[config.mk]
export PLATFORM = sky130hd
export DESIGN_NAME = mem_port_arbiter
export DESIGN_NICKNAME = d
export VERILOG_FILES = /design/src/rtl/mem_port_arbiter.sv
export SDC_FILE = /design/constraint.sdc
export NUM_CORES = 1
export LEC_CHECK = 0
export CAP_MARGIN = 0
export CELL_PAD_IN_SITES_DETAIL_PLACEMENT = 1
export CELL_PAD_IN_SITES_GLOBAL_PLACEMENT = 1
export CORE_AREA = 2 2 211 213
export DETAILED_ROUTE_END_ITERATION = 8
export DIE_AREA = 0 0 213 215
export HOLD_SLACK_MARGIN = 0.12
export PLACE_DENSITY = 0.85
export SETUP_SLACK_MARGIN = 0.05
export SLEW_MARGIN = 40
export SYNTH_ARGS = -nofsm -noshare
export SYNTH_HDL_FRONTEND = slang
export SYNTH_SLANG_ARGS = --single-unit
[constraint.sdc]
create_clock -name clk -period 8.6 [get_ports clk]
set_input_delay 1.72 -clock clk [delete_from_list [all_inputs] [get_ports clk]]
set_output_delay 1.72 -clock clk [all_outputs]
set_load 0.01 [all_outputs]
[src/rtl/mem_port_arbiter.sv]
// Round-robin arbiter sharing one memory port among up to 9 requesters.
// Runs one transaction at a time: IDLE picks a requester, BUSY waits for mem_resp, DONE pulses the response.
module mem_port_arbiter #(
  parameter int unsigned NUM_REQ = 9,
  parameter int unsigned DATA_W  = 256
) (
  input  logic              clk,
  input  logic              rst,
  input  logic [8:0]        req_read,
  input  logic [8:0]        req_write,
  input  logic              mem_resp,
  input  logic [DATA_W-1:0] mem_rdata,
  output logic [3:0]        sel,
  output logic              mem_read,
  output logic              mem_write,
  output logic [8:0]        req_resp,
  output logic [DATA_W-1:0] req_rdata,
  output logic              busy
);

  typedef enum logic [1:0] {IDLE, BUSY, DONE} state_t;

  localparam logic [8:0] REQ_MASK = 9'((1 << NUM_REQ) - 1);

  state_t     state, state_nxt;
  logic       op_write;
  logic [3:0] rr_ptr;
  logic [8:0] pending;
  logic       found;
  logic [3:0] pick;
  logic [4:0] scan_idx;

  assign pending = (req_read | req_write) & REQ_MASK;

  // rr_ptr < NUM_REQ, so one conditional subtraction wraps the scan index.
  always_comb begin
    found    = 1'b0;
    pick     = '0;
    scan_idx = '0;
    for (int unsigned k = 0; k < NUM_REQ; k++) begin
      scan_idx = {1'b0, rr_ptr} + 5'(k);
      if (scan_idx >= 5'(NUM_REQ)) scan_idx = scan_idx - 5'(NUM_REQ);
      if (!found && pending[scan_idx[3:0]]) begin
        found = 1'b1;
        pick  = scan_idx[3:0];
      end
    end
  end

  always_ff @(posedge clk or negedge rst) begin
    if (!rst) begin
      state     <= IDLE;
      sel       <= '0;
      op_write  <= 1'b0;
      rr_ptr    <= '0;
      req_rdata <= '0;
    end else begin
      state <= state_nxt;
      case (state)
        IDLE: if (found) begin
          sel      <= pick;
          op_write <= req_write[pick];
        end
        BUSY: if (mem_resp && !op_write) req_rdata <= mem_rdata;
        DONE: rr_ptr <= (sel == 4'(NUM_REQ - 1)) ? '0 : sel + 4'd1;
        default: ;
      endcase
    end
  end

  // Outputs decode from registered state only; no path from req_* to mem_*.
  always_comb begin
    state_nxt = state;
    mem_read  = 1'b0;
    mem_write = 1'b0;
    req_resp  = '0;
    busy      = (state != IDLE);
    case (state)
      IDLE: if (found) state_nxt = BUSY;
      BUSY: begin
        mem_read  = !op_write;
        mem_write = op_write;
        if (mem_resp) state_nxt = DONE;
      end
      DONE: begin
        req_resp  = 9'(1) << sel;
        state_nxt = IDLE;
      end
      default: state_nxt = IDLE;
    endcase
  end

endmodule
==> metrics.csv <==
metric,value,unit
outcome,finished clean,
num_rows,77,
synth_cells,1197,
pwr_density_cell,461,nW/um^2
num_vias,12719,
root_buffer,clkbuf_16,
fmax,184,MHz
first_global_vias,13743,
synth_seq_cells,267,
overflow,0,
r2r-start,rr_ptr[1],
layout-drive-gt1-share,21.0,%
synth_area_per_cell,11.8,sq um
synth_warnings,0,
drt_first_pass_iters,7,
min_period_over_period,63.3,%
cts_hold_buf,0,
max-slew-margin-rel,43.0,%
min_path_cells,1,
fin_tns_setup,0,ps
reg2reg_depth,17,
cp_data_required_time,9080,ps
path_class,register to register,
ir_worst_vdd,0.000226,V
grt_max_degree,130,
vias_per_cell,5.43,
cts_buffer_depth,3,
rsz0062_at_grt,no,
critical_path.max_stage_delay,630,ps
tritoncts,built,
synth_flop_cell,dfrtp_1,
cts_buffers,30,
critPathMaxFanout,38,
setup_viol,0,
drc_errors,0,
total_power,9.72,mW
io_pins,549,
r2r_slack,3160,ps
antenna_found_initial,24,
hold_viol,0,
worstMarginPinSlew,852,ps
min_from,req_rdata[148],
netlist.top_cell.by_area,dfrtp_1,
die_w,213,microns
io_buffers,548,
clk_latency,600,ps
clk_pin_slew,60,ps
yosys-top-cells-area,"dfrtp_1, mux2_2, ha_1",
die_height,215,microns
cp-end-kind,register,
wl_per_cell,29.2,microns
start_util,32.4,%
drt_wl_total,68.3,mm
cts_setup_buffers,0,
synth.cell_area,14100,sq um
hp-class,register to register,
hold_ws,505,ps
core-area,43600,sq um
critPathSlowestCell,a211oi_1,
syn_nets,1502,
hpwl,52.9,mm
syn2layout_area_growth,49.4,%
design.die.area,45800,sq um
path_cells,buf_4 > inv_1 > ha_1 > buf_4 > inv_1 > nand3_1 > a31oi_1 > a211oi_1 > a221o_1 > o21ai_0 > and2b_1 > nand3_2 > or2_0 > a22oi_2 > a221oi_1 > o21a_1 > o31ai_1,
synth.top_cell.area_share,47.3,%
ys_seq_area_share,47.3,%
reg2reg_to,op_write,
holdPathEnd,req_rdata[148],
cp_data_arrival_time,5920,ps
cts_sinks,267,
htree_num_levels,1,
slew_violations,0,
fin_worst_skew,28.7,ps
fin_crit,5440,ps
grt_usage,29.5,%
final_nets,2023,
drt_iter0_markers,998,
cts.repair.resized,0,
detail-route-antenna-nets,0,
setup.worst_path.start_class,register,
gp_congestion,0.968,
yosysUniqueCellTypes,101,
maxCapViolCount,0,
ys_async_sr_fraction,100,%
synth_edf_count,0,
grt_pass1_wl,98.1,mm
leakage,8.37,nW
metal layers:
layer | GRT usage (%) | wire [microns]
met1 | 32.8 | 24400
met2 | 50.3 | 34200
met3 | 9.03 | 5530
met4 | 15.8 | 4070
met5 | 0 | 184
Yosys cell counts (all sizes together), types with 5 or more instances:
library cell and count:
buf 34, o2111ai 5, nor2b 14, a21boi 5, nor3 24, clkbuf 38, o21a 9, o211ai 17
dfrtp 267, and3 7, a21oi 38, nand2 51, inv 23, o31ai 10, nor2 46, a221o 5
a221oi 6, o22ai 16, ha 28, mux2 262, o21ai 48, a2111oi 6, nand4 7, and2 17
o32ai 5, nor3b 5, mux2i 25, xnor2 15, a22oi 8, a211oi 13, a31oi 7, a211o 5
or2 15, a21o 11, nand3 17, nand2b 12
placed cells by master (no fill, tap or decap), types with 17 or more instances in the layout:
cell / Yosys / layout
o211ai_1: 17 / 17
a21oi_1: 35 / 35
ha_1: 28 / 27
mux2_2: 262 / 262
dfrtp_1: 267 / 267
clkbuf_16: 0 / 30
nand2_1: 51 / 51
o21ai_0: 38 / 37
clkdlybuf4s50_1: 0 / 547
mux2i_1: 24 / 24
nor2_1: 46 / 45
inv_1: 22 / 22
nor3_1: 24 / 23
area by class of cell:
cell class | count | area, sq um
Clock buffer | 46 | 851
Tap cell | 592 | 741
Sequential cell | 267 | 6680
Clock inverter | 7 | 68.8
Timing Repair Buffer | 561 | 5660
Antenna cell | 12 | 30.0
Multi-Input combinational cell | 834 | 6980
Fill cell | 4598 | 22500
Inverter | 24 | 90.1
power breakdown:
group / switching [mW] / internal, mW / total [mW]
registers: 0.426 / 1.91 / 2.33
logic: 3.30 / 2.85 / 6.16
clock network: 0.550 / 0.681 / 1.23
total: 4.28 / 5.44 / 9.72
registers in the layout, summed over array words and instances (netlist names):
register and cells:
sel 4, op_write 1, req_rdata 256, rr_ptr 4, state 2
worst max-delay path: cells and delay by family, from the launching register on:
| kind | cells | cell delay (ps) |
|---|---|---|
| compound gates | 8 | 2020 |
| flops | 1 | 320 |
| fa+ha+maj | 1 | 400 |
| simple gates | 4 | 980 |
| buf+inv | 4 | 1560 |
stage by stage:
stage | std cells | util, % | cell area, sq um | worst slack [ps]
2_1_floorplan | 1197 | - | 14100 | 3980
3_3_place_gp | 2276 | 46.0 | 20100 | 2880
3_5_place_dp | 2278 | 46.1 | 20100 | 2790
4_1_cts | 2331 | 48.2 | 21100 | 3200
5_1_grt | 2338 | 48.3 | 21100 | 2840
6_report | 2343 | 48.3 | 21100 | 3160
worst max-delay path by stage:
| stage | start | slack (ps) | to | cells after the start |
|---|---|---|---|---|
| detailed placement | req_write[5] | 2790 | op_write | 14 |
| floorplan | rr_ptr[0] | 3980 | op_write | 22 |
| global route | rr_ptr[1] | 2840 | op_write | 17 |
| finish | rr_ptr[1] | 3160 | op_write | 17 |
| global placement | req_write[5] | 2880 | op_write | 13 |
| CTS | rr_ptr[1] | 3200 | op_write | 16 |
kinds of logic after synthesis:
| logic type | after synthesis | synth area share [%] |
|---|---|---|
| multiplexers | 287 | 22.7 |
| AND/OR/NAND/NOR | 244 | 9.43 |
| adder cells (fa/ha/maj) | 28 | 2.48 |
| AO/OA/AOI/OAI | 257 | 13.4 |
| XOR/XNOR | 18 | 1.30 |
| buffers and inverters | 96 | 3.35 |
| flip-flops | 267 | 47.3 |
Power figures use the tool's default switching activity.
